$ cat config.mk
export PLATFORM = sky130hd
export DESIGN_NAME = tile_match_engine_flat
export DESIGN_NICKNAME = d
export VERILOG_FILES = /design/src/rtl/tile_pkg.sv /design/src/rtl/tile_match_engine_if.sv /design/src/rtl/tile_match_engine_show_timer.sv /design/src/rtl/tile_match_engine.sv /design/src/flat_wrapper.sv
export SDC_FILE = /design/constraint.sdc
export NUM_CORES = 1
export LEC_CHECK = 0
export BUFFER_PORTS_ARGS = -buffer_cell sky130_fd_sc_hd__buf_2
export CORE_MARGIN = 2
export CORE_UTILIZATION = 50
export CTS_BUF_LIST = sky130_fd_sc_hd__clkbuf_4 sky130_fd_sc_hd__clkbuf_8
export CTS_CLUSTER_SIZE = 30
export DETAILED_ROUTE_END_ITERATION = 10
export GPL_ROUTABILITY_DRIVEN = 0
export PLACE_DENSITY_LB_ADDON = 0.15
export REMOVE_ABC_BUFFERS = 1
export SLEW_MARGIN = 10
export SYNTH_ARGS = -nofsm -noshare
export SYNTH_HDL_FRONTEND = slang
export SYNTH_HIERARCHICAL = 1
export SYNTH_SLANG_ARGS = --single-unit
$ cat constraint.sdc
create_clock -name CLOCK_50 -period 4.1 [get_ports CLOCK_50]
set_clock_uncertainty 0.15 [all_clocks]
set_input_delay 0.41 -clock CLOCK_50 [delete_from_list [all_inputs] [get_ports CLOCK_50]]
set_output_delay 0.41 -clock CLOCK_50 [all_outputs]
set_load 0.005 [all_outputs]
$ cat src/rtl/tile_pkg.sv
// tile_pkg: shared state encoding and default widths for the tile match engine.
package tile_pkg;
    typedef enum logic [1:0] {IDLE, ONE, SHOW, DONE} state_t;
    localparam int IDX_W   = 4;
    localparam int VAL_W   = 3;
    localparam int SCORE_W = 8;
endpackage

$ cat src/rtl/tile_match_engine_if.sv
// tile_match_engine_if: pick/board inputs and board-status outputs of the match engine.
// Ports: master drives pick, pick_idx, board and observes status.
//        slave (the engine) observes inputs and drives revealed, matched, score,
//        misses, busy, match_pulse, miss_pulse, game_over.
interface tile_match_engine_if import tile_pkg::*; #(
    parameter int NUM_TILES = 16,
    parameter int IDX_W     = tile_pkg::IDX_W,
    parameter int VAL_W     = tile_pkg::VAL_W,
    parameter int SCORE_W   = tile_pkg::SCORE_W
);
    logic                       pick;
    logic [IDX_W-1:0]           pick_idx;
    logic [NUM_TILES*VAL_W-1:0] board;
    logic [NUM_TILES-1:0]       revealed;
    logic [NUM_TILES-1:0]       matched;
    logic [SCORE_W-1:0]         score;
    logic [SCORE_W-1:0]         misses;
    logic                       busy;
    logic                       match_pulse;
    logic                       miss_pulse;
    logic                       game_over;

    modport master (
        output pick, pick_idx, board,
        input  revealed, matched, score, misses, busy, match_pulse, miss_pulse, game_over
    );
    modport slave (
        input  pick, pick_idx, board,
        output revealed, matched, score, misses, busy, match_pulse, miss_pulse, game_over
    );
endinterface

$ cat src/rtl/tile_match_engine_show_timer.sv
// show_timer: loadable down-counter timing the miss display.
// Ports: CLOCK_50 clock, reset sync active-high, load restarts the count,
//        expire is a one-cycle pulse SHOW_CYCLES cycles after load.
module show_timer #(
    parameter int SHOW_CYCLES = 50_000_000
) (
    input  logic CLOCK_50,
    input  logic reset,
    input  logic load,
    output logic expire
);
    localparam int CW = $clog2(SHOW_CYCLES + 1);

    logic [CW-1:0] count;

    always_ff @(posedge CLOCK_50) begin
        if (reset)
            count <= '0;
        else if (load)
            count <= CW'(SHOW_CYCLES);
        else if (count != '0)
            count <= count - CW'(1);
    end

    // count reaches 1 in the last display cycle, so the engine leaves SHOW on that edge
    assign expire = count == CW'(1);
endmodule

$ cat src/rtl/tile_match_engine.sv
// tile_match_engine: pair-matching core tracking face-up and matched tiles, score and misses.
// Ports: CLOCK_50 clock, reset sync active-high, bus (tile_match_engine_if.slave) carrying
//        pick/pick_idx/board in and revealed/matched/score/misses/busy/pulses/game_over out.
// Config: define TILE_MISS_COUNT_EN to implement the misses counter; otherwise misses is 0.
module tile_match_engine import tile_pkg::*; #(
    parameter int NUM_TILES   = 16,
    parameter int IDX_W       = tile_pkg::IDX_W,
    parameter int VAL_W       = tile_pkg::VAL_W,
    parameter int SCORE_W     = tile_pkg::SCORE_W,
    parameter int SHOW_CYCLES = 50_000_000
) (
    input  logic                 CLOCK_50,
    input  logic                 reset,
    tile_match_engine_if.slave   bus
);
    // tile index width actually needed to address the board; pick_idx may be wider
    localparam int TW = (NUM_TILES > 1) ? $clog2(NUM_TILES) : 1;

    state_t          state;
    logic [TW-1:0]   first_idx;
    logic [TW-1:0]   tidx;
    logic [NUM_TILES-1:0] sel;
    logic [NUM_TILES-1:0] matched_next;
    logic            in_range;
    logic            valid;
    logic            same;
    logic            load;
    logic            expire;

    assign tidx         = bus.pick_idx[TW-1:0];
    assign in_range     = {1'b0, bus.pick_idx} < (IDX_W + 1)'(NUM_TILES);
    assign sel          = {{(NUM_TILES - 1){1'b0}}, 1'b1} << tidx;
    assign valid        = bus.pick && in_range && !bus.matched[tidx] && !bus.revealed[tidx]
                          && (state == IDLE || state == ONE);
    assign same         = bus.board[tidx * VAL_W +: VAL_W] == bus.board[first_idx * VAL_W +: VAL_W];
    // in ONE exactly the first tile is revealed, so revealed|sel is the completed pair
    assign matched_next = bus.matched | bus.revealed | sel;
    assign load         = valid && state == ONE && !same;

    show_timer #(.SHOW_CYCLES(SHOW_CYCLES)) u_timer (
        .CLOCK_50 (CLOCK_50),
        .reset    (reset),
        .load     (load),
        .expire   (expire)
    );

    always_ff @(posedge CLOCK_50) begin
        if (reset) begin
            state           <= IDLE;
            first_idx       <= '0;
            bus.revealed    <= '0;
            bus.matched     <= '0;
            bus.score       <= '0;
            bus.busy        <= 1'b0;
            bus.match_pulse <= 1'b0;
            bus.miss_pulse  <= 1'b0;
            bus.game_over   <= 1'b0;
        end else begin
            bus.match_pulse <= 1'b0;
            bus.miss_pulse  <= 1'b0;
            case (state)
                IDLE: if (valid) begin
                    bus.revealed <= sel;
                    first_idx    <= tidx;
                    state        <= ONE;
                end
                ONE: if (valid) begin
                    if (same) begin
                        bus.matched     <= matched_next;
                        bus.revealed    <= '0;
                        bus.match_pulse <= 1'b1;
                        if (bus.score != '1)
                            bus.score <= bus.score + SCORE_W'(1);
                        bus.game_over   <= &matched_next;
                        state           <= &matched_next ? DONE : IDLE;
                    end else begin
                        bus.revealed   <= bus.revealed | sel;
                        bus.miss_pulse <= 1'b1;
                        bus.busy       <= 1'b1;
                        state          <= SHOW;
                    end
                end
                SHOW: if (expire) begin
                    bus.revealed <= '0;
                    bus.busy     <= 1'b0;
                    state        <= IDLE;
                end
                default: ;
            endcase
        end
    end

`ifdef TILE_MISS_COUNT_EN
    always_ff @(posedge CLOCK_50) begin
        if (reset)
            bus.misses <= '0;
        else if (load && bus.misses != '1)
            bus.misses <= bus.misses + SCORE_W'(1);
    end
`else
    assign bus.misses = '0;
`endif
endmodule

$ cat src/flat_wrapper.sv
// flat-port wrapper written by rule: the top's interface ports become plain ports
module tile_match_engine_flat import tile_pkg::*;
#(
    parameter int NUM_TILES   = 16,
    parameter int IDX_W       = tile_pkg::IDX_W,
    parameter int VAL_W       = tile_pkg::VAL_W,
    parameter int SCORE_W     = tile_pkg::SCORE_W,
    parameter int SHOW_CYCLES = 50_000_000
)
  (CLOCK_50, reset, bus_pick, bus_pick_idx, bus_board, bus_revealed, bus_matched, bus_score, bus_misses, bus_busy, bus_match_pulse, bus_miss_pulse, bus_game_over);
  tile_match_engine_if #(.NUM_TILES(NUM_TILES), .IDX_W(IDX_W), .VAL_W(VAL_W), .SCORE_W(SCORE_W)) bus_i ();
  input  logic CLOCK_50;
  input  logic reset;
  input wire logic [$bits(bus_i.pick)-1:0] bus_pick;
  input wire logic [$bits(bus_i.pick_idx)-1:0] bus_pick_idx;
  input wire logic [$bits(bus_i.board)-1:0] bus_board;
  output wire logic [$bits(bus_i.revealed)-1:0] bus_revealed;
  output wire logic [$bits(bus_i.matched)-1:0] bus_matched;
  output wire logic [$bits(bus_i.score)-1:0] bus_score;
  output wire logic [$bits(bus_i.misses)-1:0] bus_misses;
  output wire logic [$bits(bus_i.busy)-1:0] bus_busy;
  output wire logic [$bits(bus_i.match_pulse)-1:0] bus_match_pulse;
  output wire logic [$bits(bus_i.miss_pulse)-1:0] bus_miss_pulse;
  output wire logic [$bits(bus_i.game_over)-1:0] bus_game_over;
  assign bus_i.pick = bus_pick;
  assign bus_i.pick_idx = bus_pick_idx;
  assign bus_i.board = bus_board;
  assign bus_revealed = bus_i.revealed;
  assign bus_matched = bus_i.matched;
  assign bus_score = bus_i.score;
  assign bus_misses = bus_i.misses;
  assign bus_busy = bus_i.busy;
  assign bus_match_pulse = bus_i.match_pulse;
  assign bus_miss_pulse = bus_i.miss_pulse;
  assign bus_game_over = bus_i.game_over;
  tile_match_engine #(.NUM_TILES(NUM_TILES), .IDX_W(IDX_W), .VAL_W(VAL_W), .SCORE_W(SCORE_W), .SHOW_CYCLES(SHOW_CYCLES)) u_core (.CLOCK_50(CLOCK_50), .reset(reset), .bus(bus_i));
endmodule
==> impl_metrics.ini <==
[cts]
clk_pin_slew_ns = 0.08
cts.path.max_buffers = 2
cts_buffers = 9
cts_tree = built
worstSkewPairLatency_ns = 0.35
ctsResizeCount = 0
htreeDepth = 3
postCtsSetupBuffers = 0
cts.sinks = 76
ctsHoldBuffers = 0
cts-root-buf = clkbuf_8

[timing]
slew_headroom_pct = 46.2
period_minus_slack_ns = 3.60
fmax_mhz = 278
tightest_slew_ns = 0.806
rsz0062_at_grt = no
tns_ns = 0
setup_violations = 0
finalMaxSlewViolations = 0
final.period_utilization_pct = 87.8
finalHoldViolCount = 0

[finish]
multi_input_area_mm2 = 0.00311
nNetsFinal = 687
seqCellArea_mm2 = 0.00152
layout_common_cells = buf_2 (98), dfxtp_1 (76), nor2_1 (66)
layout-drive-gt1-share_pct = 25.1
final_common_cell = buf_2
postLayoutCoreUtil_pct = 57.7
antennaDiodeCount = 0
syn2layout_area_growth_pct = 12.4
fillers = 904

[status]
status = completed

[drt]
drt_iter0_drc = 330
drtAntennaViolNets = 0
wl_per_cell_um = 17.2
drtPass1Iterations = 5
drt-total-wl_um = 13100
drc = 0
vias_per_cell = 6.07
num_vias = 4635

[logic_synthesis]
yosys.area.top_type = dfxtp_1
ys_seq_area_share_pct = 30.3
async_flop_share_pct = 0
synthFlopType = dfxtp_1
syn-mean-instance-area_um2 = 9.22
synth_top_cell_area_share_pct = 30.3
synth-edff-count = 0
syn-cell-area_mm2 = 0.00502
yosys_register_bits = 76
ys_top_cells_by_area = dfxtp_1 (30%), mux4_1 (8.4%), mux4_2 (5.4%)
ys_types = 72
ys_warn_count = 6
syn-instance-count = 544

[power_and_ir_drop]
peakVddDrop_mv = 0.254
power_density_mw_per_mm2 = 531
p_leak_nw = 2.28

[worst_hold_path]
hold_path_class = flip-flop to flip-flop
min_path_cells = 2
min_to = u_core/bus.matched[10]
hp-start = u_core/bus.matched[10]

[grt]
grt.total_usage_pct = 24.2
antenna_found_initial = 0
grt_pass1_wl_um = 21300
grt_pass1_vias = 4288
grt_max_degree = 43
grt_overflow_total = 0

[setup_path]
path_cells = mux4_1, mux4_2, xnor2_1, inv_1, or3_1, buf_4, a211oi_4, a211oi_1
r2r-start = u_core/first_idx[0]
rr_endpoint = u_core/bus.revealed[5]
cpPeakStageDelay_ns = 0.61
critPathArrivalTime_ns = 3.66
r2r_slack_ns = 0.50
cp-start-kind = flip-flop
slowest_stage = dfxtp_1
worst-r2r-cell-count = 8
end_kind = flip-flop
crit_type = flip-flop to flip-flop
crit_fanout = 10
critPathRequiredTime_ns = 4.16

[floorplan]
coreArea_mm2 = 0.00977
die_y_um = 104
start_util_pct = 51.3
rows = 36
dieArea_mm2 = 0.0109
io_pins = 107
die_w_um = 104

[run]
drv_cap = 0

[placed_design]
port_buffers = 98
detailed_place_hpwl_um = 9510
registers in the layout (all words and copies together), names as in the netlist:
name and cells:
u_core/first_idx 4, u_core/bus.game_over 1, u_core/bus.score 8, u_core/u_timer/count 26, u_core/bus.matched 16, u_core/bus.busy 1, u_core/bus.match_pulse 1, u_core/bus.miss_pulse 1
u_core/bus.revealed 16, u_core/state 2
worst max path at each step:
stage	startpoint	endpoint	cells past startpoint	slack [ns]
final	u_core/first_idx[0]	u_core/bus.revealed[5]	8	0.50
after global routing	u_core/u_timer/count[2]	u_core/bus.revealed[12]	8	0.32
after detailed placement	u_core/first_idx[0]	u_core/bus.revealed[0]	8	0.54
after floorplan	u_core/first_idx[0]	u_core/bus.score[0]	7	0.56
after global placement	u_core/first_idx[0]	u_core/bus.revealed[5]	8	0.61
after CTS	u_core/first_idx[0]	u_core/bus.revealed[0]	8	0.51
worst max-delay path: cells and delay by family, from the launching register on:
kind,cells,cell delay [ns]
AO/OA/AOI/OAI,2,0.66
XOR/XNOR,1,0.21
buffers and inverters,2,0.31
flip-flops,1,0.61
multiplexers,2,1.09
AND/OR/NAND/NOR,1,0.41
per-stage QoR:
stage	hold slack [ns]	power [mW]	setup slack, ns	instances	instance area [um2]
global placement	0.313	2.38	0.606	748	5440
detailed placement	0.317	2.41	0.544	748	5440
floorplan	0.293	2.01	0.565	506	4700
CTS	0.325	3.00	0.510	763	5640
finish	0.322	2.99	0.500	763	5640
global route	0.342	3.21	0.316	763	5640
where the power goes:
part / internal (mW) / leakage (nW) / switching, mW
clock: 0.315 / 0.104 / 0.267
combinational: 0.543 / 1.56 / 0.865
sequential: 0.855 / 0.618 / 0.148
total: 1.71 / 2.28 / 1.28
layout make-up:
class | instances | area share, %
multi-input combinational | 410 | 55.1
inverter | 20 | 1.33
tap | 133 | 2.95
sequential | 76 | 27.0
timing repair buffer | 109 | 10.2
clock buffer | 13 | 2.84
clock inverter | 2 | 0.621
synthesized netlist by cell type, types with 6 or more instances:
| cell | instances |
|---|---|
| a211oi_1 | 21 |
| a21o_1 | 8 |
| a21oi_1 | 36 |
| a22oi_1 | 6 |
| a31oi_1 | 8 |
| buf_2 | 10 |
| buf_4 | 8 |
| buf_6 | 7 |
| clkbuf_1 | 10 |
| clkbuf_8 | 6 |
| dfxtp_1 | 76 |
| ha_1 | 6 |
| inv_1 | 20 |
| mux2i_1 | 6 |
| mux4_1 | 16 |
| mux4_2 | 12 |
| nand2_1 | 27 |
| nand2b_1 | 6 |
| nand3_1 | 15 |
| nand4_1 | 8 |
| nor2_1 | 66 |
| nor2b_1 | 11 |
| nor3_1 | 23 |
| o211ai_1 | 8 |
| o21ai_0 | 22 |
| xnor2_1 | 8 |
| xor2_1 | 14 |
routing by layer:
metal	vias to the layer above	global-route usage (%)	routed length (um)
met3	16	5.01	994
li1	2202	-	-
met2	208	36.7	5890
met1	2209	34.6	6030
met5	-	0	0
met4	0	8.01	188
kinds of logic (layout without fill, tap and decap cells):
family | after synthesis | count (layout) | synth area share [%]
xor gates and xnor gates | 22 | 22 | 3.84
muxes | 38 | 38 | 15.9
and+or+nand+nor | 194 | 194 | 20.5
adders and majority gates | 6 | 6 | 1.50
DFF | 76 | 76 | 30.3
buffers and inverters | 65 | 144 | 8.28
AOI/OAI and AO/OA | 142 | 142 | 19.6
other | 1 | 8 | 0.0747
No activity file was read; power rests on OpenSTA's default activity.
